$ cat config.mk
export PLATFORM = sky130hd
export DESIGN_NAME = id_ctrl_issue
export DESIGN_NICKNAME = d
export VERILOG_FILES = /design/src/rtl/id_ctrl_issue.sv
export SDC_FILE = /design/constraint.sdc
export NUM_CORES = 1
export LEC_CHECK = 0
export ABC_CLOCK_PERIOD_IN_PS = 4850
export BUFFER_PORTS_ARGS = -buffer_cell sky130_fd_sc_hd__buf_2
export CORE_MARGIN = 2
export CORE_UTILIZATION = 40
export CTS_CLUSTER_DIAMETER = 60
export DETAILED_ROUTE_END_ITERATION = 16
export HOLD_SLACK_MARGIN = 0.02
export PLACE_DENSITY = 0.64
export SETUP_SLACK_MARGIN = 0.15
export SKIP_CTS_REPAIR_TIMING = 1
export SYNTH_ARGS = -nofsm -noshare
export SYNTH_HDL_FRONTEND = slang
export SYNTH_SLANG_ARGS = --single-unit
$ cat constraint.sdc
create_clock -name clk -period 4.85 [get_ports clk]
set_clock_uncertainty 0.15 [all_clocks]
set_input_delay 0.2425 -clock clk [delete_from_list [all_inputs] [get_ports clk]]
set_output_delay 0.2425 -clock clk [all_outputs]
set_load 0.02 [all_outputs]
$ cat src/rtl/id_ctrl_issue.sv
// ID-stage issue controller for the MIPS-Lite pipeline.
// Decodes the IF/ID instruction into WB/MEM/EX control bundles, stalls on load-use and
// multiplier-busy hazards by emitting a bubble and freezing PC/IF-ID, tracks the in-flight
// multiply with a down-counter and keeps a saturating count of bubble cycles.
module id_ctrl_issue #(
  parameter int unsigned MUL_LAT     = 32,
  parameter int unsigned STALL_CNT_W = 16
) (
  input  logic                   clk,
  input  logic                   rst,
  input  logic [31:0]            instr,
  input  logic                   id_ex_mem_read,
  input  logic [4:0]             id_ex_rt,
  input  logic                   flush,
  output logic [1:0]             WB,
  output logic [1:0]             MEM,
  output logic [4:0]             EX,
  output logic                   pc_write,
  output logic                   if_id_write,
  output logic                   mul_busy,
  output logic [STALL_CNT_W-1:0] stall_cnt
);

  // MUL_LAT is at most 255, so an 8-bit counter covers every legal setting.
  localparam int unsigned CntW = 8;

  localparam logic [5:0] OpRtype = 6'b000000;
  localparam logic [5:0] OpLw    = 6'b100011;
  localparam logic [5:0] OpSw    = 6'b101011;
  localparam logic [5:0] OpBeq   = 6'b000100;
  localparam logic [5:0] OpAddiu = 6'b001001;
  localparam logic [5:0] OpAndi  = 6'b001100;
  localparam logic [5:0] OpOri   = 6'b001101;
  localparam logic [5:0] OpSlti  = 6'b001010;

  localparam logic [5:0] FnSll   = 6'b000000;
  localparam logic [5:0] FnSrl   = 6'b000010;
  localparam logic [5:0] FnMultu = 6'b011001;
  localparam logic [5:0] FnMfhi  = 6'b010000;
  localparam logic [5:0] FnMflo  = 6'b010010;

  typedef enum logic [0:0] {StIdle, StBusy} state_e;

  state_e                 state_q, state_d;
  logic [CntW-1:0]        cnt_q, cnt_d;
  logic [STALL_CNT_W-1:0] stall_q, stall_d;

  logic [5:0] opcode, funct;
  logic [4:0] rs, rt;
  logic [1:0] wb_dec, mem_dec;
  logic [4:0] ex_dec;
  logic       use_rs, use_rt, is_rtype;
  logic       load_use, mul_hazard, hazard, issue, multu_issue, stall_cycle;

  // rd and shamt only matter downstream of ID.
  logic unused_fields;
  assign unused_fields = ^instr[15:6];

  assign opcode = instr[31:26];
  assign rs     = instr[25:21];
  assign rt     = instr[20:16];
  assign funct  = instr[5:0];

  // Opcode decode: control bundles plus which source registers the instruction reads.
  always_comb begin
    wb_dec   = 2'b00;
    mem_dec  = 2'b00;
    ex_dec   = 5'b00000;
    use_rs   = 1'b0;
    use_rt   = 1'b0;
    is_rtype = 1'b0;
    case (opcode)
      OpRtype: begin
        wb_dec   = 2'b10;
        ex_dec   = 5'b01010;
        is_rtype = 1'b1;
        use_rt   = 1'b1;
        // Shifts carry the shift amount in shamt; rs is not a source.
        use_rs   = !(funct == FnSll || funct == FnSrl);
      end
      OpLw: begin
        wb_dec  = 2'b11;
        mem_dec = 2'b10;
        ex_dec  = 5'b10000;
        use_rs  = 1'b1;
      end
      OpSw: begin
        mem_dec = 2'b01;
        ex_dec  = 5'b10000;
        use_rs  = 1'b1;
        use_rt  = 1'b1;
      end
      OpBeq: begin
        ex_dec = 5'b00001;
        use_rs = 1'b1;
        use_rt = 1'b1;
      end
      OpAddiu: begin
        wb_dec = 2'b10;
        ex_dec = 5'b10000;
        use_rs = 1'b1;
      end
      OpAndi: begin
        wb_dec = 2'b10;
        ex_dec = 5'b10011;
        use_rs = 1'b1;
      end
      OpOri: begin
        wb_dec = 2'b10;
        ex_dec = 5'b10100;
        use_rs = 1'b1;
      end
      OpSlti: begin
        wb_dec = 2'b10;
        ex_dec = 5'b10101;
        use_rs = 1'b1;
      end
      default: ;  // j and unknown opcodes issue as NOP
    endcase
  end

  // Hazard detection and issue qualification.
  always_comb begin
    load_use    = id_ex_mem_read && (id_ex_rt != 5'd0) &&
                  ((use_rs && (rs == id_ex_rt)) || (use_rt && (rt == id_ex_rt)));
    mul_hazard  = (state_q == StBusy) && is_rtype &&
                  (funct == FnMultu || funct == FnMfhi || funct == FnMflo);
    hazard      = load_use || mul_hazard;
    issue       = rst && !flush && !hazard;
    multu_issue = issue && is_rtype && (funct == FnMultu);
    stall_cycle = rst && !flush && hazard;
  end

  // State register: multiply FSM, latency counter and stall counter.
  always_ff @(posedge clk or negedge rst) begin
    if (!rst) begin
      state_q <= StIdle;
      cnt_q   <= '0;
      stall_q <= '0;
    end else begin
      state_q <= state_d;
      cnt_q   <= cnt_d;
      stall_q <= stall_d;
    end
  end

  // Next-state: arm on an issued multu, count down, drop back to idle as the count hits zero.
  always_comb begin
    state_d = state_q;
    cnt_d   = cnt_q;
    stall_d = stall_q;
    unique case (state_q)
      StIdle: begin
        if (multu_issue) begin
          state_d = StBusy;
          cnt_d   = CntW'(MUL_LAT);
        end
      end
      StBusy: begin
        cnt_d = cnt_q - CntW'(1);
        if (cnt_q == CntW'(1)) begin
          state_d = StIdle;
        end
      end
      default: begin
        state_d = StIdle;
        cnt_d   = '0;
      end
    endcase
    if (stall_cycle && (stall_q != {STALL_CNT_W{1'b1}})) begin
      stall_d = stall_q + STALL_CNT_W'(1);
    end
  end

  // Outputs: flush beats hazards, hazards beat issue; everything quiet while in reset.
  always_comb begin
    WB          = 2'b00;
    MEM         = 2'b00;
    EX          = 5'b00000;
    pc_write    = 1'b0;
    if_id_write = 1'b0;
    mul_busy    = (state_q == StBusy);
    stall_cnt   = stall_q;
    if (rst) begin
      if (flush) begin
        pc_write    = 1'b1;
        if_id_write = 1'b1;
      end else if (!hazard) begin
        WB          = wb_dec;
        MEM         = mem_dec;
        EX          = ex_dec;
        pc_write    = 1'b1;
        if_id_write = 1'b1;
      end
    end
  end

endmodule

Yosys cells after proc, flatten, opt, wreduce, memory -nomap -nowiden. Index checks and enable logic that the tools add are counted.

Register bits: 25. Input bits: 41. Output and inout port bits: 28. Word-level logic and storage cells: 72.

Add/sub/neg operators: 2. Equality and inequality tests: 16. Multiplexer cells: 23. Bitwise logic cells: 1. Reduce and logical (&&, ||, !) cells: 27.

Operators by type and width (number): 5-bit one-hot mux with 6 select lines (1); 6-bit by 4-bit == test with 1-bit output (second input constant) (4); 6-bit by 5-bit == test with 1-bit output (second input constant) (3); 16-bit by 1-bit adder with 16-bit output (second input constant) (1); 16-bit inequality test (second input constant) (1); 8-bit one-hot mux with 2 select lines (1); 5-bit 2-to-1 mux (3); 6-bit == test (second input constant) (2); 1-bit logical AND (12); 6-bit zero test (2); 2-bit 2-to-1 mux (6); 5-bit == test (2); 8-bit by 1-bit == test with 1-bit output (second input constant) (1); 8-bit 2-to-1 mux (1); 2-bit one-hot mux with 2 select lines (2); 8-bit by 1-bit subtractor with 8-bit output (second input constant) (1); 1-bit 2-to-1 mux (7); 7-bit OR reduction (1); 6-bit by 2-bit == test with 1-bit output (second input constant) (1); 6-bit by 3-bit == test with 1-bit output (second input constant) (1); 3-bit OR reduction (2); 1-bit logical OR (5); 5-bit nonzero test (1); 5-bit OR reduction (1); other kinds (4) (7).

Longest topological paths before layout.
Word-level depth: 14. Depth in mapped cells: 8. Mapped depth without buffers: 6.

Worst setup path before layout. No wires, ideal clock.

Path type: input-to-output. Start: in instr[27]. End: out EX[2]. Arrival time: 2.267 ns. Data required time: 4.458 ns. Slack: 2.191 ns. Stages: 8. Path buffers: 2. Cell sequence: buf_2 and3b_1 o21ai_0 o221ai_1 a211o_1 or3_1 buf_6 nor3b_1.

Longest elaborated chain between the ends: 10. Elaborated cells on any way between the ends: 25. Those cells by class: eq/ne: 7; mux: 7; reduce/logical: 11.

Ends and longest elaborated chain: from (decl) (RTL line 11) `input logic [31:0] instr,`; 6-bit by 3-bit == test with 1-bit output, or another cell as far along (RTL line 72) `case (opcode)`; 7-bit OR reduction (no source line) or 3-bit OR reduction (tied branches); 1-bit one-hot mux with 2 select lines or 1-bit 2-to-1 mux (tied branches) (RTL line 72); 1-bit logical AND (RTL line 125) `((use_rs && (rs == id_ex_rt)) || (use_rt && (rt == id_ex_rt)));`; 1-bit logical OR (RTL line 125); 1-bit logical AND (RTL line 124) `load_use = id_ex_mem_read && (id_ex_rt != 5'd0) &&`; 1-bit logical OR (RTL line 128) `hazard = load_use || mul_hazard;`; 5-bit 2-to-1 mux (*) (RTL line 188) `end else if (!hazard) begin`; 5-bit 2-to-1 mux (*) (RTL line 185) `if (flush) begin`; 5-bit 2-to-1 mux (*) (RTL line 184) `if (rst) begin`; to (decl) (RTL line 17) `output logic [4:0] EX,`.

Mark *: on every way between the ends. The rest lies on a longest branch, timed or not.

Worst setup path after layout.
Start: in rst. End: out EX[0].

Longest elaborated chain between the ends: 1.

Ends and longest elaborated chain: from (decl) (RTL line 10) `input logic rst,`; 5-bit 2-to-1 mux (RTL line 184).

No other way between the ends.

==> impl_results.html <==
<table>
<tr><th>Metric</th><th>Value</th></tr>
<tr><th colspan="2">Die</th></tr>
<tr><td>Area of the die</td><td>4830 sq um</td></tr>
<tr><td>Effective utilization at floorplan</td><td>42.3%</td></tr>
<tr><td>I/O pin cnt</td><td>69</td></tr>
<tr><td>Total number of placement rows</td><td>23</td></tr>
<tr><td>Floorplan die width</td><td>69.5 um</td></tr>
<tr><td>Die Y-Extent</td><td>69.5 um</td></tr>
<tr><td>Area of the core</td><td>4060 sq um</td></tr>
<tr><th colspan="2">Detailed routing</th></tr>
<tr><td>Routed wire per std cell</td><td>13.0 um</td></tr>
<tr><td>Violation count after the first detailed-routing iteration</td><td>77</td></tr>
<tr><td>Routed via count</td><td>1528</td></tr>
<tr><td>Final Routed Wirelength</td><td>3730 um</td></tr>
<tr><td>Drc violations</td><td>0</td></tr>
<tr><td>Number of antenna-violating nets in the routed design</td><td>0</td></tr>
<tr><td>Via count normalized by instance count</td><td>5.31</td></tr>
<tr><td>Number of detailed-routing iterations run before antenna repair</td><td>4</td></tr>
<tr><th colspan="2">Layout</th></tr>
<tr><td>Fin cells</td><td>288</td></tr>
<tr><td>Final-layout fill cell count</td><td>389</td></tr>
<tr><td>Share of final-layout standard cells stronger than drive strength 1</td><td>28.2%</td></tr>
<tr><td># diodes</td><td>0</td></tr>
<tr><td>Number of nets in the layout</td><td>283</td></tr>
<tr><td>Area growth syn-to-layout</td><td>20.3%</td></tr>
<tr><th colspan="2">Logic synthesis</th></tr>
<tr><td>Post-synthesis share of cell area spent on full adders, half adders and majority gates</td><td>2.19%</td></tr>
<tr><td>Xor/xnor cell area share of the yosys netlist</td><td>15.8%</td></tr>
<tr><td>Number of enable flip-flop cells after synthesis</td><td>0</td></tr>
<tr><td>Simple-gate share of the synthesized area</td><td>28.6%</td></tr>
<tr><td>Register area share after synthesis</td><td>36.4%</td></tr>
<tr><td>Post-Syn Nets</td><td>229</td></tr>
<tr><td>Avg Synthesized Cell Area</td><td>9.28 sq um</td></tr>
<tr><td>Total of flip-flops plus latches after synthesis</td><td>25</td></tr>
<tr><td>Combinational family with the most area after synthesis</td><td>simple AND/OR/NAND/NOR gates</td></tr>
<tr><td>Syn Inst Count</td><td>185</td></tr>
<tr><td>Leading cell types by total area after synthesis</td><td>sky130_fd_sc_hd__dfrtp_1 (36%), sky130_fd_sc_hd__xor2_1 (11%), sky130_fd_sc_hd__xnor2_1 (4.6%)</td></tr>
<tr><td>Fraction of synthesis flops using an asynchronous set or reset pin</td><td>100%</td></tr>
<tr><td>Most used flip-flop cell after synthesis</td><td>sky130_fd_sc_hd__dfrtp_1</td></tr>
<tr><td>Netlist cell types</td><td>43</td></tr>
<tr><td>Area leader, netlist</td><td>sky130_fd_sc_hd__dfrtp_1</td></tr>
<tr><td>Number of synthesis warnings</td><td>0</td></tr>
<tr><td>Netlist area before placement</td><td>1720 sq um</td></tr>
<tr><td>Synth Area in Compound Gates</td><td>11.2%</td></tr>
<tr><td>Post-synth top area share</td><td>36.4%</td></tr>
<tr><td>Multiplexer fraction of the synthesized cell area</td><td>1.31%</td></tr>
<tr><th colspan="2">GRT</th></tr>
<tr><td>Antenna violations before repair</td><td>0</td></tr>
<tr><td>Via count of the first global-routing pass</td><td>1439</td></tr>
<tr><td>Largest net degree at the start of global routing</td><td>28</td></tr>
<tr><td>Wire length of the first global-routing pass</td><td>6530 um</td></tr>
<tr><td>Total GRT Usage</td><td>16.0%</td></tr>
<tr><td>Sum of overflow across all layers after global routing</td><td>0</td></tr>
<tr><th colspan="2">Placed design</th></tr>
<tr><td>Final HPWL from detailed placement</td><td>2820 um</td></tr>
<tr><td>Post-Place Cells</td><td>283</td></tr>
<tr><td>Total of buffers placed on input and output ports</td><td>58</td></tr>
<tr><td>Final Wtd Congestion</td><td>0.771</td></tr>
<tr><th colspan="2">Setup path</th></tr>
<tr><td>Type of the setup path with the least slack</td><td>input pin to output pin</td></tr>
<tr><td>Type of destination of the critical path</td><td>output pin</td></tr>
<tr><td>Peak fanout along the critical path</td><td>27</td></tr>
<tr><td>Worst R2R Setup Slack</td><td>2.42 ns</td></tr>
<tr><td>Number of cells traversed by the worst register-to-register path</td><td>6</td></tr>
<tr><td>Data required time at the worst endpoint</td><td>4.46 ns</td></tr>
<tr><td>Critical Path Source</td><td>rst</td></tr>
<tr><td>Data arrival time at the worst-slack endpoint</td><td>2.58 ns</td></tr>
<tr><td>Endpoint of the lowest-slack register-to-register path</td><td>stall_cnt[1]$_DFFE_PN0P_</td></tr>
<tr><td>End point of the critical path</td><td>EX[0]</td></tr>
<tr><td>Startpoint class of the critical path</td><td>input pin</td></tr>
<tr><td>Startpoint of the lowest-slack register-to-register path</td><td>stall_cnt[4]$_DFFE_PN0P_</td></tr>
<tr><th colspan="2">CTS</th></tr>
<tr><td>Cts bufs inserted</td><td>3</td></tr>
<tr><td>H-tree level count</td><td>1</td></tr>
<tr><td>Latest clock arrival within the worst-skew pair</td><td>0.26 ns</td></tr>
<tr><td>TritonCTS clock tree</td><td>done</td></tr>
<tr><td>Post-CTS clock slew at the launch and capture registers of the worst setup and hold paths</td><td>0.08 ns</td></tr>
<tr><td>Longest Clk Path Bufs</td><td>2</td></tr>
<tr><td>Root Buffer</td><td>sky130_fd_sc_hd__clkbuf_8</td></tr>
<tr><td>Clock net sink count</td><td>25</td></tr>
<tr><th colspan="2">Pwr</th></tr>
<tr><td>Sum of internal, switching and leakage power</td><td>0.401 mW</td></tr>
<tr><td>Worst supply voltage drop on vdd</td><td>178 uV</td></tr>
<tr><td>Total power density per cell area</td><td>194 nW/um^2</td></tr>
<tr><td>Static Leakage</td><td>1.02 nW</td></tr>
<tr><th colspan="2">Timing</th></tr>
<tr><td>Maximum achievable frequency</td><td>336 MHz</td></tr>
<tr><td>RSZ-0062 raised after global routing</td><td>no</td></tr>
<tr><td>Setup tns final</td><td>0 ns</td></tr>
<tr><td>Hold Worst Slack</td><td>0.319 ns</td></tr>
<tr><td>Actual transition at the worst max-transition pin</td><td>1.06 ns</td></tr>
<tr><td>Min cycle time layout</td><td>2.97 ns</td></tr>
<tr><td>Number of pins with negative max-slew slack in the final report</td><td>0</td></tr>
<tr><td>Worst rel slew slack</td><td>29.4%</td></tr>
<tr><td>Period utilization</td><td>61.3%</td></tr>
<tr><td>Final hold vios</td><td>0</td></tr>
<tr><td>Setup violation total in the final timing report</td><td>0</td></tr>
<tr><th colspan="2">Run</th></tr>
<tr><td>Number of max-cap violations</td><td>0</td></tr>
<tr><th colspan="2">Worst hold path</th></tr>
<tr><td>Hold Path Class</td><td>input pin to flip-flop</td></tr>
<tr><td>Number of cells traversed by the worst hold path</td><td>4</td></tr>
<tr><th colspan="2">Run status</th></tr>
<tr><td>Outcome</td><td>complete, no violations</td></tr>
</table>
==> critical path: stages <==
cell                            delay (ns)
sky130_fd_sc_hd__dlygate4sd3_1        0.52
sky130_fd_sc_hd__buf_2                0.48
sky130_fd_sc_hd__nand2b_1             0.23
sky130_fd_sc_hd__or3_1                0.53
sky130_fd_sc_hd__a2111oi_4            0.35
sky130_fd_sc_hd__buf_2                0.21
==> worst min-delay path by stage <==
stage                                   from  slack (ns)                        to
floorplan                                rst       -0.20      cnt_q[0]$_DFFE_PN0P_
global placement                         rst        0.13  stall_cnt[6]$_DFFE_PN0P_
detailed placement                       rst        0.13  stall_cnt[5]$_DFFE_PN0P_
CTS                                      rst       -0.16  stall_cnt[6]$_DFFE_PN0P_
global route        stall_cnt[6]$_DFFE_PN0P_        0.37  stall_cnt[6]$_DFFE_PN0P_
finish                              instr[1]        0.32      cnt_q[7]$_DFFE_PN0P_
==> where the power goes <==
part,internal (mW),switching [mW],leakage (nW)
clock network,0.0587,0.0626,0.0228
logic,0.0277,0.0368,0.676
registers,0.212,0.00346,0.319
total,0.298,0.103,1.02
==> sequential cells by signal, summed over array words and instances, names as in the netlist <==
register and cells:
mul_busy 1, stall_cnt 16, cnt_q 8
==> placed cells by master (no fill, tap or decap), types with 2 or more instances in the layout <==
cell type,n
sky130_fd_sc_hd__buf_2,58
sky130_fd_sc_hd__dfrtp_1,25
sky130_fd_sc_hd__xor2_1,22
sky130_fd_sc_hd__nor3_1,13
sky130_fd_sc_hd__nor2_1,11
sky130_fd_sc_hd__nand2_1,11
sky130_fd_sc_hd__xnor2_1,9
sky130_fd_sc_hd__nor4_1,9
sky130_fd_sc_hd__nand3_1,7
sky130_fd_sc_hd__nor3b_1,6
sky130_fd_sc_hd__o21ai_0,5
sky130_fd_sc_hd__nand4_1,5
sky130_fd_sc_hd__inv_1,4
sky130_fd_sc_hd__nand2b_1,4
sky130_fd_sc_hd__a21oi_1,4
sky130_fd_sc_hd__and3_1,4
sky130_fd_sc_hd__nor4b_1,3
sky130_fd_sc_hd__nand3b_1,3
sky130_fd_sc_hd__nor2b_1,3
sky130_fd_sc_hd__ha_1,3
sky130_fd_sc_hd__clkbuf_8,3
sky130_fd_sc_hd__or4_1,2
sky130_fd_sc_hd__a31oi_1,2
sky130_fd_sc_hd__o21a_1,2
sky130_fd_sc_hd__mux2_2,2
sky130_fd_sc_hd__o311ai_0,2
==> routing by layer <==
metal | up-vias | track usage (%) | wire length [um]
li1 | 779 | - | -
met1 | 716 | 21.1 | 1770
met2 | 31 | 28.1 | 1770
met3 | 2 | 3.34 | 176
met4 | 0 | 1.31 | 19
met5 | - | 0 | 0
==> metrics by stage <==
stage / util, % / worst slack, ns / instance area [sq um]
after floorplan: - / 2.19 / 1720
after global placement: 49.5 / 1.94 / 2010
after detailed placement: 49.5 / 1.94 / 2010
after CTS: 50.6 / 1.93 / 2050
after global routing: 50.9 / 1.67 / 2060
final: 50.9 / 1.88 / 2060
==> final cells by class <==
type	count	area, sq um	share of cell area, %
Sequential cell	25	626	30.3
Clock buffer	4	45.0	2.18
Multi-Input combinational cell	146	1020	49.2
Tap cell	50	62.6	3.03
Inverter	4	15.0	0.727
Timing Repair Buffer	59	300	14.5
==> cells by family (layout without fill, tap and decap cells) <==
family / count (synthesis) / in the layout
compound gates: 24 / 24
xor+xnor: 31 / 31
fa+ha+maj: 3 / 3
buf+inv: 14 / 67
flops: 25 / 25
mux: 2 / 2
simple gates: 86 / 86
==> synth_stat cells (all sizes together), types with 2 or more instances <==
cell type	count
nand3	7
or4	2
nor3b	6
nor2b	3
o21ai	6
clkbuf	2
a31oi	2
nand2	11
o21a	2
inv	4
and3	4
nand4	5
nand3b	3
a21oi	4
o311ai	2
xnor2	9
nor2	11
buf	8
mux2	2
nor3	13
ha	3
nand2b	4
nor4b	3
dfrtp	25
nor4	10
xor2	22
No activity file was read; power rests on OpenSTA's default activity.
